### src/rtl/ruta_datos_mult.sv
// Datapath for a shift-and-add multiplier. The external control unit sequences it
// through the CargaQ, DesplazaQ, ResetA, CargaA and Fin strobes.
module ruta_datos_mult #(
    parameter int unsigned N = 3
) (
    input  logic             clk,
    input  logic             rst_n,
    input  logic [N-1:0]     Multiplicando,
    input  logic [N-1:0]     Multiplicador,
    input  logic             CargaQ,
    input  logic             DesplazaQ,
    input  logic             ResetA,
    input  logic             CargaA,
    input  logic             Fin,
    output logic             q0,
    output logic [2*N-1:0]   Producto,
    output logic             Valido,
    output logic             Ocupado
);

    localparam int unsigned W = 2 * N;

    logic [N-1:0] q;
    logic [W-1:0] m;
    logic [W-1:0] a;
    logic         fin_d;
    logic         capture_c;

    // The control unit decides CargaA from the current Q[0], so no register delay here.
    assign q0        = q[0];
    assign capture_c = Fin & ~fin_d;

    // Multiplier register Q and multiplicand register M; a load wins over a shift.
    always_ff @(posedge clk) begin
        if (!rst_n) begin
            q <= '0;
            m <= '0;
        end else if (CargaQ) begin
            q <= Multiplicador;
            m <= W'(Multiplicando);
        end else if (DesplazaQ) begin
            q <= q >> 1;
            m <= m << 1;
        end
    end

    // Accumulator; the sum uses the pre-shift M when a shift happens on the same edge.
    always_ff @(posedge clk) begin
        if (!rst_n) begin
            a <= '0;
        end else if (ResetA) begin
            a <= '0;
        end else if (CargaA) begin
            a <= a + m;
        end
    end

    // Result capture on the rising edge of Fin, with a one-cycle Valido pulse.
    always_ff @(posedge clk) begin
        if (!rst_n) begin
            fin_d    <= 1'b0;
            Producto <= '0;
            Valido   <= 1'b0;
            Ocupado  <= 1'b0;
        end else begin
            fin_d  <= Fin;
            Valido <= capture_c;
            if (capture_c) begin
                Producto <= a;
            end
            if (CargaQ) begin
                Ocupado <= 1'b1;
            end else if (capture_c) begin
                Ocupado <= 1'b0;
            end
        end
    end

endmodule
### config.mk
export PLATFORM = sky130hd
export DESIGN_NAME = ruta_datos_mult
export DESIGN_NICKNAME = d
export VERILOG_FILES = /design/src/rtl/ruta_datos_mult.sv
export SDC_FILE = /design/constraint.sdc
export NUM_CORES = 1
export LEC_CHECK = 0
export CAP_MARGIN = 20
export CORE_ASPECT_RATIO = 1.5
export CORE_MARGIN = 1.5
export CORE_UTILIZATION = 40
export CTS_CLUSTER_DIAMETER = 100
export DETAILED_ROUTE_END_ITERATION = 10
export SLEW_MARGIN = 5
export SYNTH_ARGS = -nofsm -noshare
export SYNTH_HDL_FRONTEND = slang
export SYNTH_SLANG_ARGS = --single-unit
### constraint.sdc
create_clock -name clk -period 1.9 [get_ports clk]
set_input_delay 0.38 -clock clk [delete_from_list [all_inputs] [get_ports clk]]
set_output_delay 0.38 -clock clk [all_outputs]
set_load 0.02 [all_outputs]
# ---- Word-level counts from Yosys, hierarchy flattened
# Cells that the tools add are included.
dict set report totals {
  regBits 24
  inputBits 13
  output_inout_bits 9
}
dict set report op_classes {
  add_sub_neg 1
  n_mux 6
  bitwise_logic 3
  reduce_logical 4
}
# cell count
set op_table {}
lappend op_table {{$mux W3} 4}
lappend op_table {{$add A6 B6 Y6} 1}
lappend op_table {{$reduce_bool A2 Y1} 2}
lappend op_table {{$reduce_or A2 Y1} 2}
lappend op_table {{$mux W1} 2}
lappend op_table {{$not A1 Y1} 2}
lappend op_table {{$and A1 B1 Y1} 1}

# ---- Logic depth before layout (Yosys ltp)
dict set report logic_depth {
  depth_word 4
  depth_mapped 6
}

# ---- Worst setup path before layout
# Ideal clock, no wire load.
dict set report synth_timing {
  path_kind {register -> register}
  from {reg a[0]}
  to {reg a[4]}
  setup_ps 120
  arrival_ps 1513
  required_time_ps 1780
  setup_slack_ps 268
  path_stages_with_launch 7
  path_buffers 0
  path_cell_list {dfxtp_1 > ha_1 > fa_1 > a21o_1 > a21oi_1 > nor4_1 > a211o_1}
}
dict set report synth_via {
  elab_chain_cells 1
}
# item line
set synth_lines {}
lappend synth_lines {{start: declaration} 25} ;# logic [W-1:0] a;
lappend synth_lines {{start signal: assignment} 54} ;# a <= a + m;
lappend synth_lines {{$add A6 B6 Y6} 54}
# No other way between the ends.
# A chain may end at the register's enable or synchronous reset.

# ---- Worst setup path in the final report
# Ends and elaborated chain as after synthesis.

==> reports/qor.txt <==
status: completed
max_slew headroom: 72.89%
Critical Path Fanout Max: 3
Via density: 4.915
Yosys reg bits: 24
clk_lat worst skew: 0.26 ns
worst path arrival time: 1.89 ns
unrepaired setup endpoints after global routing: false
Design Area, Final: 0.001441 mm^2
post-synth design cell area: 0.001126 mm^2
TritonRoute pass-1 iters: 3
required time worst endpoint: 2.06 ns
Cell Chain, Critical Path: ha_1 -> fa_1 -> a21o_1 -> a21oi_1 -> nor4_1 -> a211o_1
nets: 160
crit end category: flop
CTS H-tree depth: 1
Sink Count: 24
post-CTS resize count: 0
Total Routing Usage GR: 16.34%
Iteration-0 DRC Markers: 7
die area: 0.003149 mm^2
first-pass GRT wire length: 3788 um
Final Wtd Congestion: 0.8016
Routed Antenna Nets: 0
final-report max-slew violation count: 0
number of flops mapped to enable cells by yosys: 0
Rows: 23
Starting Density: 42.08%
Crit path largest cell delay: 0.41 ns
Synth Flop Type: dfxtp_1
CP delay by family, top: adder cells
Async S/R FF share, synth: 0%
total negative slack: 0 ns
HPWL Detailed: 1660 um
Final setup viols: 0
compound-cell area share of the yosys netlist: 11.33%
post-placement cell area: 0.001386 mm^2
HP Class: reg2reg
n_diodes: 0
Yosys cell types: 30
initial antenna violation count: 0
critical path class: reg2reg
per-cell routed wire length: 12.08 um
Hold Buf Count CTS: 0
Final Hold Fails: 0
Peak VDD IR: 0.3954 mV
Leak: 0.6024 nW
pre-CTS setup slack: 0.1649 ns
synthesized area per cell: 9.708 um^2
Post-Synth Simple-Gate Area: 20.11%
die height: 67.99 um
xor-xnor portion of the synthesized cell area: 1.556%
Seq/Total Area, Yosys: 42.67%
YS warnings: 0
# IOs: 22
combinational family with the most area after synthesis: simple AND/OR/NAND/NOR gates
clock slew at reported path FFs: 0.08 ns
Least-Margin Pin Slew: 0.4054 ns
Final Cycle Share: 91.47%
Routed WL: 2139 um
vias in the first global route: 877
fraction of layout instances using a drive strength above 1: 7.143%
final core utilization: 53.86%
Root Driver: clkbuf_8
max-cap violations: 0
post-synthesis net count: 135
Post-CTS Setup Inserts: 0
die width: 46.32 um
DRC Markers: 0
Min Hold Slack: 0.4166 ns
CTS Buf Count: 3
TritonCTS clock tree: yes
Max Buffers Root-to-Sink: 2
fmax: 575.4 MHz
CP Launch Type: flop
area overhead of the layout relative to synthesis: 28.00%
Overflow after GRT: 0
Adder-Cell Fraction of Synth Area: 7.333%
Worst Setup Slack, final: 0.1620 ns
Final min period: 1.738 ns
cell area power density: 687.2 mW/mm^2
Vias: 870
slowest CP cell: fa_1
Worst Skew: 0.001841 ns
Core Box Area: 0.002676 mm^2
worst path bufs/invs: 0
Mapped Cells: 116
largest net degree at the start of global routing: 16
multiplexer share of the synthesized area: 13.33%
IO Port Bufs: 21
cell type report:
type | instances | area (um^2)
Sequential cell | 24 | 480.5
Fill cell | 249 | 1235
Clock buffer | 4 | 55.05
Tap cell | 37 | 46.29
Timing Repair Buffer | 26 | 247.7
Inverter | 2 | 7.507
Multi-Input combinational cell | 84 | 604.3
path summary, 6_finish.rpt:
path	start	to	slack (ns)	cells past startpoint
hold reg to reg	fin_d	Valido	0.42	1
setup reg to reg	a[0]	a[4]	0.16	6
setup / recovery	a[0]	a[4]	0.16	6
hold / removal	fin_d	Valido	0.42	1
worst register-to-register path, cell delays in order, from the launching register on:
cell and delay, ns:
dfxtp_1 0.33, ha_1 0.23, fa_1 0.41, a21o_1 0.19
a21oi_1 0.18, nor4_1 0.06, a211o_1 0.23
per-stage QoR:
step | instances | total power, mW
2_1_floorplan | 116 | 0.6100
3_3_place_gp | 173 | 0.6617
3_5_place_dp | 173 | 0.6643
4_1_cts | 177 | 1.004
5_1_grt | 177 | 1.038
6_report | 177 | 0.9905
logic make-up after synthesis:
logic type | count (synthesis)
simple gates | 43
flops | 24
compound gates | 18
mux | 15
buf+inv | 8
fa+ha+maj | 6
xor+xnor | 2
synthesized netlist by cell type (all sizes together), types with 2 or more instances:
| cell type | number | share of area, % |
|---|---|---|
| clkbuf | 2 | 0.67 |
| nor2b | 11 | 6.1 |
| nor3b | 3 | 2.0 |
| nor4 | 2 | 1.1 |
| nor2 | 10 | 3.3 |
| and2 | 5 | 2.8 |
| a211oi | 2 | 1.3 |
| nand2 | 8 | 2.7 |
| dfxtp | 24 | 43 |
| inv | 2 | 0.67 |
| a211o | 2 | 1.6 |
| nor3 | 2 | 0.89 |
| ha | 5 | 5.6 |
| a21oi | 3 | 1.3 |
| mux2i | 15 | 13 |
| buf | 4 | 2.3 |
| o21ai | 5 | 2.2 |
placed cells by master (no fill, tap or decap), types with 2 or more instances in the layout:
| cell type | Yosys | final |
|---|---|---|
| a211o_1 | 2 | 2 |
| mux2i_1 | 15 | 15 |
| buf_4 | 0 | 5 |
| dfxtp_1 | 24 | 24 |
| a21oi_1 | 3 | 3 |
| nor4_1 | 2 | 2 |
| nor2b_1 | 11 | 11 |
| ha_1 | 5 | 5 |
| nor3b_1 | 3 | 3 |
| nand2_1 | 8 | 8 |
| o21ai_0 | 4 | 4 |
| nor2_1 | 10 | 10 |
| clkdlybuf4s50_1 | 0 | 21 |
| a211oi_1 | 2 | 2 |
| clkbuf_8 | 0 | 4 |
| inv_1 | 2 | 2 |
| nor3_1 | 2 | 2 |
| and2_1 | 5 | 5 |
registers in the layout (all words and copies together) (netlist names):
register and flops:
Producto 6, a 6, m 6, q 3
Ocupado 1, Valido 1, fin_d 1
where the power goes:
part	internal, mW	total (mW)	switching [mW]
sequential	0.517	0.527	0.0103
combinational	0.0687	0.123	0.0544
clock	0.185	0.340	0.155
total	0.770	0.990	0.220
metal layers:
layer  vias to the layer above  global-route usage [%]  routed length (um)
li1                        451                       -                   -
met1                       402                   18.46                 915
met2                        15                   28.99                1127
met3                         2                   2.902                  71
met4                         0                   6.786                  25
met5                         -                       0                   0
(Power assumes the default switching activity.)
